==> config.mk <==
export PLATFORM = sky130hd
export DESIGN_NAME = vec_reg_reader_flat
export DESIGN_NICKNAME = d
export VERILOG_FILES = /design/src/rtl/vec_reg_reader_pkg.sv /design/src/rtl/vec_reg_reader_if.sv /design/src/rtl/vec_reg_reader_shift_out.sv /design/src/rtl/vec_reg_reader.sv /design/src/flat_wrapper.sv
export SDC_FILE = /design/constraint.sdc
export NUM_CORES = 1
export LEC_CHECK = 0
export ABC_CLOCK_PERIOD_IN_PS = 1900
export BUFFER_PORTS_ARGS = -buffer_cell sky130_fd_sc_hd__clkbuf_2
export CAP_MARGIN = 10
export CORE_AREA = 8 8 57 107
export CTS_BUF_LIST = sky130_fd_sc_hd__clkbuf_8
export DETAILED_ROUTE_END_ITERATION = 16
export DIE_AREA = 0 0 65 115
export GPL_TIMING_DRIVEN = 0
export PLACE_DENSITY_LB_ADDON = 0.3
export SLEW_MARGIN = 20
export SYNTH_ARGS = -nofsm -noshare
export SYNTH_HDL_FRONTEND = slang
export SYNTH_SLANG_ARGS = --single-unit
export TNS_END_PERCENT = 1
==> constraint.sdc <==
create_clock -name clk -period 1.9 [get_ports clk]
set_clock_uncertainty 0.2 [all_clocks]
set_input_delay 0.38 -clock clk [delete_from_list [all_inputs] [get_ports clk]]
set_output_delay 0.38 -clock clk [all_outputs]
set_load 0.01 [all_outputs]
==> src/rtl/vec_reg_reader_pkg.sv <==
// -----------------------------------------------------------------------------
// vec_pkg
// Shared definitions for the vector-register read-back path (vec_reg_reader).
// Holds the default geometry (BITS/N/SEL_W), the element type and the reader
// FSM state encoding, plus a helper for the element-index width.
// -----------------------------------------------------------------------------
package vec_pkg;

  localparam int BITS_DEF  = 8;
  localparam int N_DEF     = 2;
  localparam int SEL_W_DEF = 4;

  typedef logic [BITS_DEF-1:0] elem_t;

  typedef enum logic [1:0] {
    IDLE    = 2'd0,
    SELECT  = 2'd1,
    CAPTURE = 2'd2,
    STREAM  = 2'd3
  } rdr_state_t;

  // Index must be able to encode N itself (the checksum word index).
  function automatic int idx_w(input int n);
    return (n < 1) ? 1 : $clog2(n + 1);
  endfunction

endpackage

==> src/rtl/vec_reg_reader_if.sv <==
// -----------------------------------------------------------------------------
// vec_reg_reader_if
// Bundles the three handshakes of the reader: host command, bank read port and
// the outgoing element stream, plus the busy flag.
//   master : the reader (drives cmd_ready, rd_sel, rd_en, m_*, busy)
//   slave  : the environment (host command source, bank, stream sink)
// Signals:
//   cmd_valid/cmd_ready/cmd_sel   read command handshake
//   rd_sel/rd_en/rd_data          bank read port (rd_data is [N] x BITS)
//   m_valid/m_ready/m_data        element stream handshake
//   m_idx/m_last                  element index (N = checksum word), last flag
//   busy                          reader not in IDLE
// -----------------------------------------------------------------------------
interface vec_reg_reader_if
  import vec_pkg::*;
#(
  parameter int BITS  = BITS_DEF,
  parameter int N     = N_DEF,
  parameter int SEL_W = SEL_W_DEF
);

  localparam int IDX_W = idx_w(N);

  logic             cmd_valid;
  logic             cmd_ready;
  logic [SEL_W-1:0] cmd_sel;

  logic [SEL_W-1:0] rd_sel;
  logic             rd_en;
  logic [BITS-1:0]  rd_data [N];

  logic             m_valid;
  logic             m_ready;
  logic [BITS-1:0]  m_data;
  logic [IDX_W-1:0] m_idx;
  logic             m_last;

  logic             busy;

  modport master (
    input  cmd_valid, cmd_sel, rd_data, m_ready,
    output cmd_ready, rd_sel, rd_en, m_valid, m_data, m_idx, m_last, busy
  );

  modport slave (
    output cmd_valid, cmd_sel, rd_data, m_ready,
    input  cmd_ready, rd_sel, rd_en, m_valid, m_data, m_idx, m_last, busy
  );

endinterface

==> src/rtl/vec_reg_reader_shift_out.sv <==
// -----------------------------------------------------------------------------
// vec_shift_out
// Capture register and serialiser for vec_reg_reader. On load the N bank
// elements are latched (and, with VEC_READER_CHECKSUM_EN defined, their XOR).
// While stream_en is high the words are presented one per handshake from a
// registered output stage, so m_data/m_idx/m_last only change on a handshake.
// Optional feature macro: VEC_READER_CHECKSUM_EN (appends XOR word, idx = N).
// Ports:
//   clk, rst_n            clock, async active-low reset
//   load                  latch rd_data into the capture vector
//   rd_data [N]           bank elements
//   stream_en             reader is in STREAM
//   m_ready               downstream accepts current word
//   m_valid/m_data/m_idx/m_last  registered stream word
//   done                  handshake on the final word this cycle
// -----------------------------------------------------------------------------
module vec_shift_out
  import vec_pkg::*;
#(
  parameter int BITS = BITS_DEF,
  parameter int N    = N_DEF
) (
  input  logic                  clk,
  input  logic                  rst_n,
  input  logic                  load,
  input  logic [BITS-1:0]       rd_data [N],
  input  logic                  stream_en,
  input  logic                  m_ready,
  output logic                  m_valid,
  output logic [BITS-1:0]       m_data,
  output logic [idx_w(N)-1:0]   m_idx,
  output logic                  m_last,
  output logic                  done
);

  localparam int IDX_W = idx_w(N);
`ifdef VEC_READER_CHECKSUM_EN
  localparam int NW = N + 1;
`else
  localparam int NW = N;
`endif
  localparam logic [IDX_W-1:0] LAST_IDX = IDX_W'(NW - 1);

  logic [BITS-1:0]  cap_p0 [N];
`ifdef VEC_READER_CHECKSUM_EN
  logic [BITS-1:0]  sum_p0;
`endif

  logic             vld_p1;
  logic [BITS-1:0]  data_p1;
  logic [IDX_W-1:0] idx_p1;
  logic             last_p1;

  logic             handshake;
  logic [IDX_W-1:0] nxt_idx;

`ifdef VEC_READER_CHECKSUM_EN
  function automatic logic [BITS-1:0] xor_fold(input logic [BITS-1:0] v [N]);
    logic [BITS-1:0] acc;
    acc = '0;
    for (int k = 0; k < N; k++) acc = acc ^ v[k];
    return acc;
  endfunction
`endif

  // Mux by comparison so an index of N never addresses past the capture array.
  function automatic logic [BITS-1:0] word_at(input logic [IDX_W-1:0] i);
    logic [BITS-1:0] w;
    w = '0;
    for (int k = 0; k < N; k++) begin
      if (i == IDX_W'(k)) w = cap_p0[k];
    end
`ifdef VEC_READER_CHECKSUM_EN
    if (i == IDX_W'(N)) w = sum_p0;
`endif
    return w;
  endfunction

  assign handshake = vld_p1 & m_ready;
  assign nxt_idx   = idx_p1 + IDX_W'(1);
  assign done      = handshake & last_p1;

  // ---- stage p0: capture vector, frozen until the next load ----
  always_ff @(posedge clk or negedge rst_n) begin
    if (!rst_n) begin
      for (int k = 0; k < N; k++) cap_p0[k] <= '0;
`ifdef VEC_READER_CHECKSUM_EN
      sum_p0 <= '0;
`endif
    end else if (load) begin
      for (int k = 0; k < N; k++) cap_p0[k] <= rd_data[k];
`ifdef VEC_READER_CHECKSUM_EN
      sum_p0 <= xor_fold(rd_data);
`endif
    end
  end

  // ---- stage p1: registered stream word ----
  // First STREAM cycle primes word 0; afterwards the word only advances on a
  // handshake, which keeps the output stable under backpressure.
  always_ff @(posedge clk or negedge rst_n) begin
    if (!rst_n) begin
      vld_p1  <= 1'b0;
      data_p1 <= '0;
      idx_p1  <= '0;
      last_p1 <= 1'b0;
    end else if (stream_en && !vld_p1) begin
      vld_p1  <= 1'b1;
      data_p1 <= word_at('0);
      idx_p1  <= '0;
      last_p1 <= (LAST_IDX == '0);
    end else if (handshake) begin
      if (last_p1) begin
        vld_p1  <= 1'b0;
        data_p1 <= '0;
        idx_p1  <= '0;
        last_p1 <= 1'b0;
      end else begin
        data_p1 <= word_at(nxt_idx);
        idx_p1  <= nxt_idx;
        last_p1 <= (nxt_idx == LAST_IDX);
      end
    end
  end

  assign m_valid = vld_p1;
  assign m_data  = data_p1;
  assign m_idx   = idx_p1;
  assign m_last  = last_p1;

endmodule

==> src/rtl/vec_reg_reader.sv <==
// -----------------------------------------------------------------------------
// vec_reg_reader
// Read-side client of vec_reg_bank. A host command selects one vector
// register; the reader drives the bank read port for a settle cycle and a
// capture cycle, then streams the N captured elements (index 0 first) as a
// valid/ready word stream toward the host TX framer.
// Optional feature macro: VEC_READER_CHECKSUM_EN (adds XOR checksum word).
// Ports:
//   clk    system clock, rising edge
//   rst_n  asynchronous active-low reset (aborts any transfer)
//   bus    vec_reg_reader_if.master: command, bank read port, stream, busy
// -----------------------------------------------------------------------------
module vec_reg_reader
  import vec_pkg::*;
#(
  parameter int BITS  = BITS_DEF,
  parameter int N     = N_DEF,
  parameter int SEL_W = SEL_W_DEF
) (
  input  logic               clk,
  input  logic               rst_n,
  vec_reg_reader_if.master   bus
);

  localparam logic [1:0] ST_IDLE    = IDLE;
  localparam logic [1:0] ST_SELECT  = SELECT;
  localparam logic [1:0] ST_CAPTURE = CAPTURE;
  localparam logic [1:0] ST_STREAM  = STREAM;

  logic [1:0]       state_r;
  logic [1:0]       state_d;
  logic [SEL_W-1:0] sel_r;
  logic             cmd_fire;
  logic             word_done;

  assign cmd_fire = bus.cmd_valid & (state_r == ST_IDLE);

  always_comb begin
    state_d = state_r;
    case (state_r)
      ST_IDLE:    if (cmd_fire) state_d = ST_SELECT;
      ST_SELECT:  state_d = ST_CAPTURE;
      ST_CAPTURE: state_d = ST_STREAM;
      ST_STREAM:  if (word_done) state_d = ST_IDLE;
      default:    state_d = ST_IDLE;
    endcase
  end

  always_ff @(posedge clk or negedge rst_n) begin
    if (!rst_n) begin
      state_r <= ST_IDLE;
      sel_r   <= '0;
    end else begin
      state_r <= state_d;
      if (cmd_fire) sel_r <= bus.cmd_sel;
    end
  end

  // Bank read is treated as combinational: SELECT lets it settle, CAPTURE
  // samples it, so rd_en covers exactly those two cycles.
  assign bus.cmd_ready = (state_r == ST_IDLE);
  assign bus.rd_sel    = sel_r;
  assign bus.rd_en     = (state_r == ST_SELECT) | (state_r == ST_CAPTURE);
  assign bus.busy      = (state_r != ST_IDLE);

  vec_shift_out #(
    .BITS (BITS),
    .N    (N)
  ) u_shift_out (
    .clk       (clk),
    .rst_n     (rst_n),
    .load      (state_r == ST_CAPTURE),
    .rd_data   (bus.rd_data),
    .stream_en (state_r == ST_STREAM),
    .m_ready   (bus.m_ready),
    .m_valid   (bus.m_valid),
    .m_data    (bus.m_data),
    .m_idx     (bus.m_idx),
    .m_last    (bus.m_last),
    .done      (word_done)
  );

endmodule

==> src/flat_wrapper.sv <==
// flat-port wrapper written by rule: the top's interface ports become plain ports
module vec_reg_reader_flat import vec_pkg::*;
#(
  parameter int BITS  = BITS_DEF,
  parameter int N     = N_DEF,
  parameter int SEL_W = SEL_W_DEF
)
  (clk, rst_n, bus_cmd_valid, bus_cmd_sel, bus_rd_data, bus_m_ready, bus_cmd_ready, bus_rd_sel, bus_rd_en, bus_m_valid, bus_m_data, bus_m_idx, bus_m_last, bus_busy);
  vec_reg_reader_if #(.BITS(BITS), .N(N), .SEL_W(SEL_W)) bus_i ();
  input  logic clk;
  input  logic rst_n;
  input wire logic [$bits(bus_i.cmd_valid)-1:0] bus_cmd_valid;
  input wire logic [$bits(bus_i.cmd_sel)-1:0] bus_cmd_sel;
  input wire logic [$bits(bus_i.rd_data)-1:0] bus_rd_data;
  input wire logic [$bits(bus_i.m_ready)-1:0] bus_m_ready;
  output wire logic [$bits(bus_i.cmd_ready)-1:0] bus_cmd_ready;
  output wire logic [$bits(bus_i.rd_sel)-1:0] bus_rd_sel;
  output wire logic [$bits(bus_i.rd_en)-1:0] bus_rd_en;
  output wire logic [$bits(bus_i.m_valid)-1:0] bus_m_valid;
  output wire logic [$bits(bus_i.m_data)-1:0] bus_m_data;
  output wire logic [$bits(bus_i.m_idx)-1:0] bus_m_idx;
  output wire logic [$bits(bus_i.m_last)-1:0] bus_m_last;
  output wire logic [$bits(bus_i.busy)-1:0] bus_busy;
  assign bus_i.cmd_valid = bus_cmd_valid;
  assign bus_i.cmd_sel = bus_cmd_sel;
  assign bus_i.rd_data = {>>{bus_rd_data}};
  assign bus_i.m_ready = bus_m_ready;
  assign bus_cmd_ready = bus_i.cmd_ready;
  assign bus_rd_sel = bus_i.rd_sel;
  assign bus_rd_en = bus_i.rd_en;
  assign bus_m_valid = bus_i.m_valid;
  assign bus_m_data = bus_i.m_data;
  assign bus_m_idx = bus_i.m_idx;
  assign bus_m_last = bus_i.m_last;
  assign bus_busy = bus_i.busy;
  vec_reg_reader #(.BITS(BITS), .N(N), .SEL_W(SEL_W)) u_core (.clk(clk), .rst_n(rst_n), .bus(bus_i));
endmodule
==> results.cfg, run 1 <==
[outcome]
outcome = finished with violations
failed_checks = hold timing

[route]
avgRoutedWirePerCell_um = 16.8
firstDrtPassIters = 4
drt_iter0_drc = 48
num_vias = 1142
via_per_inst = 5.10
ant_nets = 0
drt_wl_total_um = 3770
drc = 0

[cells_and_area]
final_cell_mix = clkbuf_2 (42), dfrtp_1 (34), mux2_2 (22)
final_cells = 224
fill_cells = 486
multi_input_area_um2 = 666
seq_area_um2 = 851
final_common_cell = clkbuf_2
fin_nets = 197
drive_gt1_frac = 0.473
syn2layout_area_growth_pct = 23.2
antenna_cells = 0
final_util = 0.415

[timing]
max_slew_margin = 0.426
hold_viol = 3
worst_slew_pin_slew_ps = 861
setup_violations = 0
tns_ps = 0
fin_crit_sh = 0.945
timing.hold.ws_ps = -2.55
fmax_mhz = 557
period_minus_slack_ps = 1800
rsz0062_at_grt = no
drv_slew = 0

[power_and_ir_drop]
ir_drop_uv = 823
powerDensity_nw_per_um2 = 1690
total_power_mw = 3.30
p_leak_nw = 0.939

[run]
cap_viol_max_count = 0

[grt]
grt_max_degree = 35
antenna_found_initial = 0
grt_pass1_wl_um = 6110
gr-total-overflow = 0
grt_pass1_vias = 1288
track_usage = 0.107

[synth]
synth-main-ff-cell = dfrtp_1
yosys.area_share.simple = 0.0597
synth_area_um2 = 1590
synth-seq-cells = 34
synthXorXnorAreaFrac = 0
postSynthCellCount = 119
synth_edf_count = 0
synth_fp_nets = 148
synth-compound-area-share = 0.119
ys_seq_area_frac = 0.535
synth_top_family_by_area = multiplexers
avgSynthCellArea_um2 = 13.4
synth_fa_ha_area_frac = 0.0393
synth_cell_type_count = 26
async_reset_ff_frac = 1.00
yosysWarnings = 0
synth.area.mux_share = 0.200

[clocking]
insertion_delay_ps = 280
cts_tree = yes
cts_setup_buffers = 0
path_clk_slew_ps = 70
clock_sinks = 34
cts_made_buffers = 5
clock_tree.buffer_depth = 2
ctsHoldBuffers = 0
cts_max_level = 2
root_buffer = clkbuf_8

[setup_path]
r2r_slack_ps = 100
crit_chain = inv_1, ha_1, buf_2, buf_4, mux2_2
slowest_delay_ps = 400
worstPathRequired_ps = 1870
cp.arrival_ps = 1760
cp-start-kind = flop
crit_fanout = 10
critical_path_class = flop to flop
cp-end-kind = flop
cp_slowest_cell = dfrtp_1

[floorplan]
die_x_um = 65
core_um2 = 4730
rows = 36
io_pins = 43
die_y_um = 115
start_util = 0.337
die_area_um2 = 7480

[hold_path]
hp-class = input pin to async pin

[place]
gp_congestion = 0.710
numPortBuffers = 42
placed_cells = 218
hpwl_um = 2690
-- worst paths after layout --
kind / from / end / depth (start not counted)
worst max-delay path: u_core.state_r[0]$_DFFE_PN0P_ / u_core.u_shift_out.cap_p0[1]$_DFFE_PN0N_ / 5
worst min-delay path: rst_n / u_core.u_shift_out.cap_p0[14]$_DFFE_PN0N_ / 1
worst max register to register: u_core.state_r[0]$_DFFE_PN0P_ / u_core.u_shift_out.cap_p0[1]$_DFFE_PN0N_ / 5
worst min register to register: u_core.u_shift_out.cap_p0[7]$_DFFE_PN0N_ / u_core.u_shift_out.m_data[7]$_DFFE_PN0P_ / 1
max in group asynchronous: rst_n / u_core.u_shift_out.cap_p0[8]$_DFFE_PN0N_ / 1
min in group clk: bus_rd_data[3] / u_core.u_shift_out.cap_p0[3]$_DFFE_PN0N_ / 2
-- worst max-delay path: cells and delay by family, from the launching register on --
family     cells  cell delay (ps)
mux            1              350
flops          1              400
buf+inv        3              590
fa+ha+maj      1              140
-- state kept, by name, indices dropped and copies added (netlist names) --
register	flops
u_core.u_shift_out.m_data	8
u_core.bus.rd_sel	4
u_core.u_shift_out.cap_p0	16
u_core.u_shift_out.m_idx	2
u_core.state_r	2
u_core.u_shift_out.m_last	1
u_core.u_shift_out.m_valid	1
-- metrics by stage --
step | setup WS [ps] | instance area, um2
finish | 104 | 1960
global route | 25.0 | 1960
CTS | 49.9 | 1960
detailed placement | -1.95 | 1870
global placement | 37.7 | 1870
floorplan | 232 | 1590
-- logic make-up (layout without fill, tap and decap cells) --
| family | Yosys count | in the layout |
|---|---|---|
| DFF | 34 | 34 |
| muxes | 29 | 29 |
| AOI/OAI and AO/OA | 22 | 22 |
| and+or+nand+nor | 16 | 16 |
| buffers and inverters | 13 | 61 |
| adders and majority gates | 5 | 5 |
-- synthesized netlist by cell type, drive strengths merged (2+ instances only) --
library cell | number | area share
dfrtp | 34 | 0.53
mux2 | 22 | 0.16
a221o | 7 | 0.044
mux2i | 7 | 0.044
o2bb2ai | 7 | 0.039
buf | 6 | 0.024
inv | 6 | 0.014
ha | 5 | 0.039
nand2 | 4 | 0.0094
nor2b | 3 | 0.012
a2bb2oi | 2 | 0.011
and3b | 2 | 0.011
nor2 | 2 | 0.0047
o21ai | 2 | 0.0063
-- final cells by class --
class	instances	area share
Inverter	6	0.0115
Multi-Input combinational cell	72	0.340
Clock buffer	6	0.0421
Tap cell	57	0.0364
Buffer	7	0.0294
Timing Repair Buffer	42	0.107
Sequential cell	34	0.434
-- per-layer routing --
layer / global-route usage / share of wire / up-vias
li1: - / - / 534
met1: 0.118 / 0.42 / 562
met2: 0.175 / 0.48 / 40
met3: 0.0449 / 0.080 / 6
met4: 0.0484 / 0.017 / 0
met5: 0 / 0 / -
-- where the power goes --
part           total [mW]  internal [mW]  switching (mW)
Combinational        1.47          0.778           0.692
Clock               0.524          0.279           0.245
Sequential           1.31           1.08           0.235
Total                3.30           2.13            1.17
-- what timing repair did --
item,CTS,global route
resized for setup,1,1
endpoints found under the setup margin,9,4
hold endpoints to repair,0,0
Power figures use the tool's default switching activity.
==> run 2: changes to the inputs <==
--- a/constraint.sdc
+++ b/constraint.sdc
@@ -4,2 +4,2 @@
 set_output_delay 0.38 -clock clk [all_outputs]
-set_load 0.01 [all_outputs]
+set_load 0.05 [all_outputs]
==> run 2 against run 1 <==
Compared with the run above:
- power up 27%
- the run still ends with hold timing left
- non-clock buffer count unchanged
- die area unchanged
- combinational power up 41%
- largest power group unchanged
- cell count up 0.89%
- flip-flop and latch count unchanged
==> results.cfg, run 2 (synthesis gave the netlist of run 1 again) <==
[timing]
worst_slew_pin_slew_ps = 861
fmax_mhz = 539
fin_crit_sh = 0.977
drv_slew = 0
max_slew_margin = 0.426
timing.hold.ws_ps = -27.1
rsz0062_at_grt = yes
hold_viol = 29
period_minus_slack_ps = 1860
setup_violations = 0
tns_ps = 0

[cells_and_area]
final_cell_mix = clkbuf_2 (40), dfrtp_1 (34), mux2_2 (22)
largest_reg_flops = 16
fill_cells = 469
fin_nets = 197
syn2layout_area_growth_pct = 27.8
final_common_cell = clkbuf_2
largest_register = u_core.u_shift_out.cap_p0
antenna_cells = 0
drive_gt1_frac = 0.497

[grt]
grt_pass1_vias = 1240
grt_pass1_wl_um = 5930
antenna_found_initial = 0
track_usage = 0.103
gr-total-overflow = 0
grt_max_degree = 35

[clocking]
cts_max_level = 2
cts_made_buffers = 5
clock_sinks = 34
root_buffer = clkbuf_8
path_clk_slew_ps = 80
cts_tree = yes
cts_setup_buffers = 0
clock_tree.buffer_depth = 2
insertion_delay_ps = 290

[place]
hpwl_um = 2560
numPortBuffers = 42
gp_congestion = 0.767

[route]
num_vias = 1105
via_per_inst = 4.89
drt_wl_total_um = 3570
drt_iter0_drc = 23
firstDrtPassIters = 4
drc = 0
ant_nets = 0
avgRoutedWirePerCell_um = 15.8

[power_and_ir_drop]
powerDensity_nw_per_um2 = 2060
ir_drop_uv = 1540
total_power_mw = 4.20
p_leak_nw = 0.961

[setup_path]
r2r_slack_ps = 120
critical_path_class = flop to primary output
crit_family = flip-flops
slowest_delay_ps = 390
cp-startpoint = u_core.state_r[1]$_DFFE_PN0P_
cp.arrival_ps = 1280
cp-end-kind = primary output
cp-start-kind = flop
crit_chain = inv_1, ha_4, buf_2
r2r_start = u_core.state_r[0]$_DFFE_PN0P_
crit_buf_inv = 2
worstPathRequired_ps = 1320
crit_fanout = 4
cp_slowest_cell = dfrtp_1

[hold_path]
hp-class = input pin to async pin

[outcome]
outcome = finished with violations
failed_checks = hold timing

[floorplan]
core_um2 = 4730
die_x_um = 65
rows = 36
die_y_um = 115
start_util = 0.337
io_pins = 43
die_area_um2 = 7480

[run]
cap_viol_max_count = 0
-- run 2: area by class of cell --
cell class / count / area [um2] / share of cell area
repair buffers: 42 / 213 / 0.105
plain buffers: 7 / 57.6 / 0.0283
inverters: 6 / 26.3 / 0.0129
multi-input cells: 72 / 678 / 0.333
clock inverters: 3 / 68.8 / 0.0338
clock buffers: 5 / 68.8 / 0.0338
flip-flops and latches: 34 / 851 / 0.418
well taps: 57 / 71.3 / 0.0351
-- run 2: worst reg2reg max path, delay by kind of cell, from the launching register on --
kind            cells  cell delay [ps]
mux                 1              350
flops               1              410
compound gates      1              210
buf+inv             1              230
fa+ha+maj           1              260
-- run 2: timing repair --
| item | CTS | global route |
|---|---|---|
| setup endpoints to repair | 10 | 8 |
| gates resized for setup | 2 | 3 |
| gates cloned | 0 | 0 |
| hold buffers | 0 | 0 |
-- run 2: where the power goes --
part / leakage (nW) / total, mW / internal, mW / switching (mW)
sequential: 0.411 / 1.31 / 1.07 / 0.239
combinational: 0.481 / 2.07 / 0.810 / 1.26
clock: 0.0683 / 0.819 / 0.526 / 0.293
-- run 2: path summary, 6_finish.rpt --
| kind | endpoint | depth (start not counted) |
|---|---|---|
| worst max register to register | u_core.state_r[1]$_DFFE_PN0P_ | 4 |
| min in group clk | u_core.u_shift_out.cap_p0[13]$_DFFE_PN0N_ | 2 |
| worst min register to register | u_core.u_shift_out.m_data[7]$_DFFE_PN0P_ | 1 |
| max in group asynchronous | u_core.bus.rd_sel[0]$_DFFE_PN0P_ | 1 |
| worst max-delay path | bus_rd_en | 3 |
| worst min-delay path | u_core.u_shift_out.cap_p0[13]$_DFFE_PN0N_ | 1 |
-- run 2: layer usage --
layer | track usage | routed length [um] | up-vias
met3 | 0.0449 | 290 | 6
met2 | 0.160 | 1700 | 37
met4 | 0.0440 | 65 | 0
li1 | - | - | 533
met1 | 0.122 | 1520 | 529
met5 | 0 | 0 | -
-- run 2: through the flow --
| stage | utilization | area (um2) | setup slack (ps) | hold slack (ps) | instances |
|---|---|---|---|---|---|
| floorplan | - | 1610 | -6.86 | -116 | 119 |
| global placement | 0.399 | 1890 | 7.31 | 280 | 218 |
| detailed placement | 0.399 | 1890 | -15.2 | 293 | 218 |
| CTS | 0.430 | 2030 | 7.23 | 1.13 | 226 |
| global route | 0.430 | 2030 | -2.97 | 35.5 | 226 |
| finish | 0.430 | 2030 | 43.7 | -27.1 | 226 |
